**src/rtl/fifo_fill_pkg.sv**
```systemverilog
// Shared definitions for the FIFO fill (write-side) and drain (read-side) controllers.
// Contents:
//   fill_state_e     - controller FSM state encoding (idle, request, transfer)
//   BurstLenDefault  - default words per memory burst
//   ThreshDefault    - default FIFO fill level below which a new burst may start
package fifo_fill_pkg;

  typedef enum logic [1:0] {
    StIdle  = 2'd0,
    StReq   = 2'd1,
    StXfer  = 2'd2
  } fill_state_e;

  localparam int unsigned BurstLenDefault = 8;
  localparam int unsigned ThreshDefault   = 256;

endpackage

```
**src/rtl/fifo_fill_ctrl.sv**
```systemverilog
// FIFO fill controller: fetches a frame from memory in fixed-length bursts and
// pushes the returned words into a downstream FIFO, throttled by its fill level.
// Ports:
//   wrclk        - clock
//   aclr         - synchronous active-low reset
//   frame_start  - pulse: restart fetching from base_addr / frame_words
//   base_addr    - frame start word address (sampled on restart)
//   frame_words  - 16-bit words in the frame (sampled on restart)
//   mem_req      - burst request, held until mem_ack
//   mem_addr     - burst start address
//   mem_ack      - request accepted
//   mem_dvalid   - read beat strobe
//   mem_data     - read beat data
//   fifo_data    - FIFO write data (one cycle after the beat)
//   fifo_wrreq   - FIFO write strobe
//   fifo_wrusedw - FIFO write-side fill level
//   busy         - high while a burst is requested or in flight
module fifo_fill_ctrl
  import fifo_fill_pkg::*;
#(
  parameter int unsigned BURST_LEN = BurstLenDefault,
  parameter int unsigned THRESH    = ThreshDefault,
  parameter int unsigned AW        = 20
) (
  input  logic          wrclk,
  input  logic          aclr,
  input  logic          frame_start,
  input  logic [AW-1:0] base_addr,
  input  logic [19:0]   frame_words,
  output logic          mem_req,
  output logic [AW-1:0] mem_addr,
  input  logic          mem_ack,
  input  logic          mem_dvalid,
  input  logic [15:0]   mem_data,
  output logic [15:0]   fifo_data,
  output logic          fifo_wrreq,
  input  logic [8:0]    fifo_wrusedw,
  output logic          busy
);

  localparam int unsigned BeatW  = $clog2(BURST_LEN) + 1;
  localparam int unsigned WordsW = 20;

  fill_state_e       state_q;
  logic [AW-1:0]     cur_addr_q;
  logic [WordsW-1:0] remaining_q;
  logic [BeatW-1:0]  beat_q;
  logic              pending_q;
  // Blocks the first idle cycle after a deferred reload.
  logic              hold_q;
  // Registered fill-level compare; only consulted in idle.
  logic              thresh_ok_q;

  logic              restart;
  logic              last_beat;
  logic              beat_wr;
  logic [WordsW-1:0] next_remaining;

  always_comb begin
    restart        = pending_q | frame_start;
    last_beat      = mem_dvalid && (beat_q == BeatW'(BURST_LEN - 1));
    // Beats past the end of the frame are consumed but not written.
    beat_wr        = WordsW'(beat_q) < remaining_q;
    next_remaining = (remaining_q > WordsW'(BURST_LEN)) ? remaining_q - WordsW'(BURST_LEN) : '0;
  end

  assign busy = (state_q != StIdle);

  always_ff @(posedge wrclk) begin
    if (!aclr) begin
      state_q     <= StIdle;
      mem_req     <= 1'b0;
      mem_addr    <= '0;
      fifo_wrreq  <= 1'b0;
      fifo_data   <= '0;
      cur_addr_q  <= '0;
      remaining_q <= '0;
      beat_q      <= '0;
      pending_q   <= 1'b0;
      hold_q      <= 1'b0;
      thresh_ok_q <= 1'b0;
    end else begin
      fifo_wrreq  <= 1'b0;
      thresh_ok_q <= (32'(fifo_wrusedw) < THRESH);
      unique case (state_q)
        StIdle: begin
          if (frame_start) begin
            cur_addr_q  <= base_addr;
            remaining_q <= frame_words;
            hold_q      <= 1'b0;
          end else if (hold_q) begin
            hold_q <= 1'b0;
          end else if ((remaining_q != '0) && thresh_ok_q) begin
            state_q  <= StReq;
            mem_req  <= 1'b1;
            mem_addr <= cur_addr_q;
          end
        end
        StReq: begin
          if (frame_start) pending_q <= 1'b1;
          if (mem_ack) begin
            mem_req <= 1'b0;
            beat_q  <= '0;
            state_q <= StXfer;
          end
        end
        StXfer: begin
          if (frame_start) pending_q <= 1'b1;
          if (mem_dvalid) begin
            beat_q <= beat_q + BeatW'(1);
            if (beat_wr) begin
              fifo_wrreq <= 1'b1;
              fifo_data  <= mem_data;
            end
            if (last_beat) begin
              state_q <= StIdle;
              // A restart seen during the burst (or on its last beat) replaces
              // the normal advance.
              if (restart) begin
                cur_addr_q  <= base_addr;
                remaining_q <= frame_words;
                pending_q   <= 1'b0;
                hold_q      <= 1'b1;
              end else begin
                cur_addr_q  <= cur_addr_q + AW'(BURST_LEN);
                remaining_q <= next_remaining;
              end
            end
          end
        end
        default: state_q <= StIdle;
      endcase
    end
  end

endmodule

```
**config.mk**
```make
export PLATFORM = sky130hd
export DESIGN_NAME = fifo_fill_ctrl
export DESIGN_NICKNAME = d
export VERILOG_FILES = /design/src/rtl/fifo_fill_pkg.sv /design/src/rtl/fifo_fill_ctrl.sv
export SDC_FILE = /design/constraint.sdc
export NUM_CORES = 1
export LEC_CHECK = 0
export CORE_UTILIZATION = 40
export CTS_CLUSTER_DIAMETER = 60
export CTS_CLUSTER_SIZE = 40
export DETAILED_ROUTE_END_ITERATION = 12
export GPL_TIMING_DRIVEN = 0
export PLACE_DENSITY_LB_ADDON = 0.05
export SYNTH_ARGS = -nofsm -noshare
export SYNTH_HDL_FRONTEND = slang
export SYNTH_SLANG_ARGS = --single-unit
```
**constraint.sdc**
```tcl
create_clock -name wrclk -period 2.7 [get_ports wrclk]
set_clock_uncertainty 0.2 [all_clocks]
set_input_delay 0.405 -clock wrclk [delete_from_list [all_inputs] [get_ports wrclk]]
set_output_delay 0.405 -clock wrclk [all_outputs]
set_load 0.02 [all_outputs]
```
# After elaboration in Yosys (flattened, before gate mapping)
# Index checks and enable logic that the tools add are counted.
classes:
  n_addsub: 3
  magnitude_cmp: 3
  eq_ne: 11
  mux: 36
  bitwise: 3
  reduce_logical: 16
op_table:
  columns: ["cell", "n"]
  rows:
  - ["$mux 20", 9]
  - ["$pmux 20 s2", 2]
  - ["$add 20x4->20 const B", 1]
  - ["$gt 20x4->1 const B", 1]
  - ["$lt 4x20->1", 1]
  - ["$reduce_bool 20->1", 1]
  - ["$sub 20x4->20 const B", 1]
  - ["$ne 2x2->1 const B", 8]
  - ["$mux 1", 12]
  - ["$mux 2", 6]
  - ["$reduce_and 4->1", 3]
  - ["$lt 9x9->1 const B", 1]
  - ["$reduce_and 3->1", 3]
  - ["$mux 4", 2]
  - ["$pmux 4 s2", 1]
  - ["$reduce_bool 2->1", 4]
  - ["$pmux 1 s2", 3]
  - ["$pmux 2 s3", 1]
  - ["$reduce_and 6->1", 1]
  - ["$reduce_and 5->1", 1]
  - ["$add 4x1->4 const B", 1]
  - ["$eq 4x3->1 const B", 1]
  - ["$eq 2x1->1 const B", 1]
  - ["$eq 2x2->1 const B", 1]
  - ["other kinds (4)", 6]
totals:
  regBits: 87
  input_bits: 70
  output_inout_bits: 39
  elab_cells: 83

# Longest topological paths before layout
# Gate-level depths: netlist of the first run.
logic_depth:
  word_depth: 6
  depth_mapped: 9
  depth_no_buf: 7

# Worst setup path after synthesis of the first run
# Ideal clock, no wire load.
synth_path:
  kind: "reg-to-reg"
  startpoint: "register state_q[0]"
  endpoint: "register cur_addr_q[19]"
  setup_time_ns: 0.081
  t_arrival_ns: 1.783
  t_required_ns: 2.419
  slack_ns: 0.636
  stages_incl_launch_ff: 7
  path_buffers: 1
  period_less_slack_ns: 2.064
  path_cell_list: "dfxtp_1 > inv_1 > ha_1 > or3b_1 > clkbuf_1 > or4_1 > a41oi_1"
synth_between:
  elab_chain_cells: 3
  elab_cells_between_ends: 8
  classes_between: "eq/ne: 4; mux: 1; reduce/logical: 3"
synth_lines:
  columns: ["item", "line_no", "text"]
  rows:
  - ["start: declaration", "fifo_fill_ctrl.sv:44", "fill_state_e state_q;"]
  - ["start signal: assignment", "fifo_fill_ctrl.sv:71", "state_q <= StIdle;"]
  - ["start signal: assignment", "fifo_fill_ctrl.sv:94", "state_q <= StReq;"]
  - ["start signal: assignment", "fifo_fill_ctrl.sv:104", "state_q <= StXfer;"]
  - ["$eq 2x2->1 or $logic_not 2->1 (tied branches)", "fifo_fill_ctrl.sv:85", "unique case (state_q)"]
  - ["$ne 2x2->1 (no source line) or $reduce_bool 2->1 (tied branches)", null, null]
  - ["$reduce_and 4->1 (no source line)", null, null]
  - ["end signal: assignment", "fifo_fill_ctrl.sv:88", "cur_addr_q <= base_addr;"]
  - ["end signal: assignment", "fifo_fill_ctrl.sv:120", "cur_addr_q <= base_addr;"]
  - ["end signal: assignment", "fifo_fill_ctrl.sv:125", "cur_addr_q <= cur_addr_q + AW'(BURST_LEN);"]
  - ["end: declaration", "fifo_fill_ctrl.sv:45", "logic [AW-1:0] cur_addr_q;"]
# Parallel ways exist; a longest one is shown, timed or not.
# A chain may end at the register's enable or synchronous reset.

# Worst setup path in the final report of the first run
layout_path:
  startpoint: "register remaining_q[3]"
  endpoint: "register remaining_q[17]"
layout_between:
  elab_chain_cells: 6
  elab_cells_between_ends: 7
  classes_between: "add/sub: 1; order compare: 1; mux: 5"
layout_lines:
  columns: ["item", "line_no", "text"]
  rows:
  - ["start: declaration", "fifo_fill_ctrl.sv:46", "logic [WordsW-1:0] remaining_q;"]
  - ["start signal: assignment", "fifo_fill_ctrl.sv:89", "remaining_q <= frame_words;"]
  - ["start signal: assignment", "fifo_fill_ctrl.sv:121", "remaining_q <= frame_words;"]
  - ["start signal: assignment", "fifo_fill_ctrl.sv:126", "remaining_q <= next_remaining;"]
  - ["$sub 20x4->20 or $gt 20x4->1 (tied branches)", "fifo_fill_ctrl.sv:64", "next_remaining = (remaining_q > WordsW'(BURST_LEN)) ? remaining_q - WordsW'(BURST_LEN) : '0;"]
  - ["$mux 20 *", "fifo_fill_ctrl.sv:64", null]
  - ["$mux 20 *", "fifo_fill_ctrl.sv:119", "if (restart) begin"]
  - ["$mux 20 *", "fifo_fill_ctrl.sv:115", "if (last_beat) begin"]
  - ["$mux 20 *", "fifo_fill_ctrl.sv:109", "if (mem_dvalid) begin"]
  - ["$pmux 20 s2 *", "fifo_fill_ctrl.sv:85", null]
# Every way passes the cells marked *; elsewhere a longest branch is shown, timed or not. The select of a mux whose other input is x is not followed.

==> flow_summary.toml, run 1 <==
[sta]
finalSetupViolCount = 0
hold_viol = 0
tightest_slew_ns = 0.654
min_period_ns = 2.50
final.setup.tns_ns = 0
fmax_ghz = 0.400
min_period_over_period_pct = 92.5
grt_setup_unrepaired = "no"
slew_headroom_pct = 56.4
drv_slew = 0

[synth]
synth_top_family_by_area = "simple AND/OR/NAND/NOR gates"
synth_commonest_cells = "dfxtp_1 (87), a21oi_1 (51), nor2_1 (51), nand2_1 (47), nand3_1 (39)"
postSynthAreaPerCell_sq_um = 8.16
synth.distinct_cells = 65
synth_flop_cell = "dfxtp_1"
synth_fa_ha_area_share_pct = 2.53
yosys.area_share.xor_xnor_pct = 0.394
syn_inst = 545
synthMuxAreaShare_pct = 5.85
synth_top_area_share_pct = 39.1
synth-edff-count = 0
synth-async-reset-ratio_pct = 0
synthTopCellsByArea = "dfxtp_1 (39%), mux2i_1 (5.8%), a21oi_1 (5.7%), nand3_1 (4.4%), nor2_1 (4.3%)"
synth_compound_area_share_pct = 22.9
synth-seq-cells = 87
synthSimpleGateAreaFrac_pct = 23.9
post-synth-top-area-cell = "dfxtp_1"
ys_seq_area_share_pct = 39.1
syn-num-nets = 624
yosysWarningCount = 0
syn-cell-area_sq_um = 4450
yosys.cell_count.top_type = "dfxtp_1"

[placed_design]
place_inst = 785
dp.final_hpwl_microns = 10000
io_buffers = 100
gp_congestion = 0.866

[worst_setup_path]
reg2reg_to = "remaining_q[17]"
cp.required_ns = 2.80
critPathArrivalTime_ns = 2.60
path_class = "flip-flop to flip-flop"
critical_path.startpoint_type = "flip-flop"
end_kind = "flip-flop"
crit_end = "remaining_q[17]"
cp_slowest_stage_delay_ns = 0.53
crit_fanout = 7
r2r_slack_ns = 0.20
worstReg2RegStart = "remaining_q[3]"
critPathLaunch = "remaining_q[3]"
cp_cell_sequence = "inv_1 > ha_1 > nor4b_2 > nand3_1 > o41ai_1 > a32o_1"
cp_slowest_cell = "nor4b_2"
reg2reg_depth = 6

[die]
std_cell_rows = 38
dieArea_sq_um = 11500
initial_core_util_pct = 41.0
pin_count = 109
design.core.area_sq_um = 10800
die_y_microns = 107
die_w_microns = 107

[global_routing]
overflow = 0
grt_pass1_wl_microns = 22200
antenna_found_initial = 0
grt_usage_pct = 24.7
grt_pass1_vias = 4389
grt_max_degree = 14

[power]
ir_drop_v = 0.000424
powerDensity_nw_per_um2 = 749
p_leak_nw = 2.20

[clocking]
tritoncts = "built"
clock-sinks = 87
htree_levels = 3
clk_latency_ns = 0.36
clkSlewWorstSetupHoldPaths_ns = 0.08
post-cts-setup-buffer-count = 0
cts-root-buf = "clkbuf_8"
cts_buffer_depth = 2
cts_made_buffers = 9

[detailed_routing]
vias = 4597
wire_per_inst_microns = 17.5
drt-total-wl_microns = 14000
postRouteAntennaNets = 0
drc = 0
viasPerCell = 5.74
dr.pass1.iters = 5
drt_iter0_drc = 319

[flow_run]
maxCapViolations = 0

[status]
outcome = "complete, no violations"

[final_layout]
final_cells = 801
fillers = 1061
layout-drive-gt1-share_pct = 6.66
finalNetCount = 735
diodes = 0
area_delta_synth_final_pct = 32.1

[min_path]
hp-class = "flip-flop to flip-flop"
metal layers:
| layer | vias up | global-route usage (%) | wire [microns] |
|---|---|---|---|
| met5 | - | 0 | 0 |
| met2 | 166 | 40.6 | 6620 |
| li1 | 2227 | - | - |
| met4 | 0 | 9.59 | 241 |
| met1 | 2185 | 33.0 | 6400 |
| met3 | 19 | 3.15 | 756 |
power by group:
part | switching (mW) | leakage (nW) | internal, mW
logic | 1.02 | 1.38 | 0.667
clock network | 0.465 | 0.114 | 0.572
registers | 0.201 | 0.709 | 1.47
worst min-delay path by stage:
stage,start,endpoint,slack [ns],cells past startpoint
2_1_floorplan,hold_q,hold_q,0.24,2
5_1_grt,fifo_data[11],fifo_data[11],0.29,2
4_1_cts,fifo_data[9],fifo_data[9],0.27,2
3_5_place_dp,fifo_data[9],fifo_data[9],0.26,2
3_3_place_gp,fifo_data[10],fifo_data[10],0.25,2
6_report,fifo_data[15],fifo_data[15],0.27,2
registers in the layout (all words and copies together), names as in the netlist, 2 cells and up:
| register | flops |
|---|---|
| fifo_data | 16 |
| beat_q | 4 |
| remaining_q | 20 |
| mem_addr | 20 |
| cur_addr_q | 20 |
| state_q | 2 |
worst max-delay path, delay by kind of cell, from the launching register on:
kind | cells | cell delay (ns)
AOI/OAI and AO/OA | 2 | 0.56
adders and majority gates | 1 | 0.28
and+or+nand+nor | 2 | 0.81
buffers and inverters | 1 | 0.21
DFF | 1 | 0.39
placed cells by master (no fill, tap or decap), drive strengths merged, types with 3 or more instances in the layout:
cell type      Yosys  layout
nand4             10      10
nor2              51      51
and2               7       7
a32o               5       5
a211oi             6       6
a21oi             51      51
o211ai            16      16
a21o               5       5
nand2             47      47
nand3             39      39
o31ai              4       4
mux2i             26      26
dfxtp             87      87
or3                8       8
nor4              10      10
buf               11      10
nor3b              5       5
a211o              4       4
o22ai              3       3
clkbuf            30      44
clkdlybuf4s50      0     100
inv               11      11
nor2b              3       3
a31oi              7       7
o21ai             37      37
and4               5       5
nor3              10      10
ha                 9       9
through the flow:
step / instance area [sq um] / hold slack [ns] / total power, mW / worst slack (ns) / utilization [%]
2_1_floorplan: 4450 / 0.244 / 2.77 / 0.636 / -
3_3_place_gp: 5630 / 0.254 / 3.30 / -0.191 / 51.9
3_5_place_dp: 5630 / 0.261 / 3.34 / -0.207 / 51.9
4_1_cts: 5850 / 0.273 / 4.38 / 0.0285 / 54.0
5_1_grt: 5880 / 0.293 / 4.66 / 0.0309 / 54.2
6_report: 5880 / 0.269 / 4.40 / 0.202 / 54.2
final cells by class:
cell class              count  area, sq um  share of cell area (%)
clock buffers              13          159                    2.70
multi-input cells         405         2490                    42.4
well taps                 140          175                    2.98
repair buffers            100         1000                    17.0
plain buffers              41          199                    3.38
clock inverters             3         65.1                    1.11
flip-flops and latches     87         1740                    29.6
inverters                  12         45.0                   0.766
what timing repair did:
item	in CTS	in global routing
hold buffers	0	0
resized for setup	0	21
setup endpoints to repair	0	34
logic make-up (layout without fill, tap and decap cells):
group | Yosys count | count (layout)
xor gates and xnor gates | 2 | 2
DFF | 87 | 87
muxes | 26 | 26
buffers and inverters | 53 | 169
adders and majority gates | 9 | 9
AOI/OAI and AO/OA | 160 | 160
and+or+nand+nor | 208 | 208
Power figures use the tool's default switching activity.
==> run 2: changes to the inputs <==
- CELL_PAD_IN_SITES_DETAIL_PLACEMENT: unset -> 1
- CELL_PAD_IN_SITES_GLOBAL_PLACEMENT: unset -> 2
- CORE_UTILIZATION: 40 -> 28
==> run 2 against run 1 <==
Clock power up 28%. Global-route usage down 3.8 points. Hold slack worse by 0.0061 ns. Clock-buffer cell count up 1. Critical path type unchanged. Wire length up 19%. Worst setup slack worse by 0.0061 ns. Design area up 3.1%.
==> flow_summary.toml, run 2 (synthesis gave the netlist of run 1 again) <==
[status]
outcome = "complete, no violations"

[die]
initial_core_util_pct = 28.9
pin_count = 109
design.core.area_sq_um = 15400
die_w_microns = 128
dieArea_sq_um = 16400
std_cell_rows = 45
die_y_microns = 128

[placed_design]
dp.final_hpwl_microns = 12200
dpl_cell_area_sq_um = 5710
place_inst = 856
io_buffers = 100
gp_congestion = 0.802

[worst_setup_path]
critical_path.startpoint_type = "flip-flop"
cp_slowest_stage_delay_ns = 0.60
path_buf_inv = 2
path_class = "flip-flop to flip-flop"
cp_slowest_cell = "nor3b_4"
cp_top_family = "simple AND/OR/NAND/NOR gates"
crit_fanout = 10
end_kind = "flip-flop"
cp_cell_sequence = "inv_1 > ha_1 > nor3b_4 > clkbuf_1 > o21ai_0 > a21oi_1 > a211oi_1"
cp.required_ns = 2.70
critPathArrivalTime_ns = 2.50

[sta]
drv_slew = 0
fmax_ghz = 0.399
hold_ws_ns = 0.263
slew_headroom_pct = 53.0
final.setup.tns_ns = 0
hold_viol = 0
finalSetupViolCount = 0
tightest_slew_ns = 0.705
grt_setup_unrepaired = "no"
min_period_over_period_pct = 92.7
min_period_ns = 2.50

[final_layout]
layout-drive-gt1-share_pct = 7.12
stdcell_area_sq_um = 6060
layout_top_registers = "cur_addr_q (20), mem_addr (20), remaining_q (20)"
finalNetCount = 734
mostFrequentLayoutCells = "clkdlybuf4s50_1 (100), dfxtp_1 (87), nor2_1 (50)"
area_delta_synth_final_pct = 36.2
diodes = 0
mostFrequentLayoutCell = "clkdlybuf4s50_1"
final_cells = 871

[detailed_routing]
drc = 0
drt-total-wl_microns = 16600
drt_iter0_drc = 186
wire_per_inst_microns = 19.1
dr.pass1.iters = 4
viasPerCell = 5.31
postRouteAntennaNets = 0
vias = 4626

[global_routing]
grt_usage_pct = 20.9
overflow = 0
grt_max_degree = 14
antenna_found_initial = 0
grt_pass1_wl_microns = 26200
grt_pass1_vias = 4701

[clocking]
htree_levels = 3
tritoncts = "built"
clock-sinks = 87
post-cts-setup-buffer-count = 0
clkSlewWorstSetupHoldPaths_ns = 0.06
cts_buffer_depth = 2
cts_made_buffers = 9
cts-root-buf = "clkbuf_16"
clk_latency_ns = 0.35

[power]
power_mw = 4.76
p_leak_nw = 2.24
powerDensity_nw_per_um2 = 785
ir_drop_v = 0.000353

[flow_run]
maxCapViolations = 0

[min_path]
hp-class = "flip-flop to flip-flop"
[run 2: cell types whose count changed in the layout (fill, tap and decap cells not counted)]
cell	delta
a21oi_1	-1
a21oi_2	+1
bufinv_16	-1
clkbuf_1	-3
clkbuf_16	+9
clkbuf_2	+1
clkbuf_4	+1
clkbuf_8	-8
clkinv_2	-1
clkinvlp_4	+1
[run 2: metrics by stage]
step | worst slack [ns] | util [%]
after floorplan | 0.636 | -
after global placement | -0.381 | 37.2
after detailed placement | -0.404 | 37.2
after CTS | -0.00332 | 39.3
after global routing | 0.00473 | 39.4
final | 0.196 | 39.4
[run 2: layout make-up]
class / count / area (sq um)
Inverter: 12 / 45.0
Clock inverter: 2 / 37.5
Tap cell: 211 / 264
Timing Repair Buffer: 100 / 1000
Clock buffer: 14 / 274
Sequential cell: 87 / 1740
Buffer: 40 / 200
Fill cell: 1819 / 9310
Multi-Input combinational cell: 405 / 2500
[run 2: path summary, 6_finish.rpt]
check	start	to	slack [ns]	depth (start not counted)
max reg2reg	state_q[0]	cur_addr_q[10]	0.20	7
max	state_q[0]	cur_addr_q[10]	0.20	7
min	fifo_data[15]	fifo_data[15]	0.26	2
min reg2reg	fifo_data[15]	fifo_data[15]	0.26	2
[run 2: routing by layer]
metal,vias to the layer above,track usage (%),share of wire (%)
met4,0,7.06,1.3
met5,-,0,0
met1,2280,27.5,48
li1,2236,-,-
met3,14,2.46,2.7
met2,96,35.5,48
[run 2: worst register-to-register path: stages (launching register included)]
cell,delay [ns]
dfxtp_1,0.34
inv_1,0.09
ha_1,0.26
nor3b_4,0.60
clkbuf_1,0.44
o21ai_0,0.18
a21oi_1,0.19
a211oi_1,0.06
[run 2: report_power, final]
| group | internal (mW) | leakage (nW) | switching [mW] |
|---|---|---|---|
| Combinational | 0.673 | 1.38 | 1.07 |
| Clock | 0.795 | 0.149 | 0.538 |
| Sequential | 1.48 | 0.709 | 0.208 |
[run 2: repair_timing]
action                     CTS  global route
setup endpoints to repair   27            37
gates resized for setup      7            16
hold endpoints to repair     0             0
hold buffers                 0             0
==> run 3: changes to the inputs <==
- SLEW_MARGIN: unset -> 20
==> results of run 3 <==
The final DEF is identical to that of run 2; final timing and power are the same.
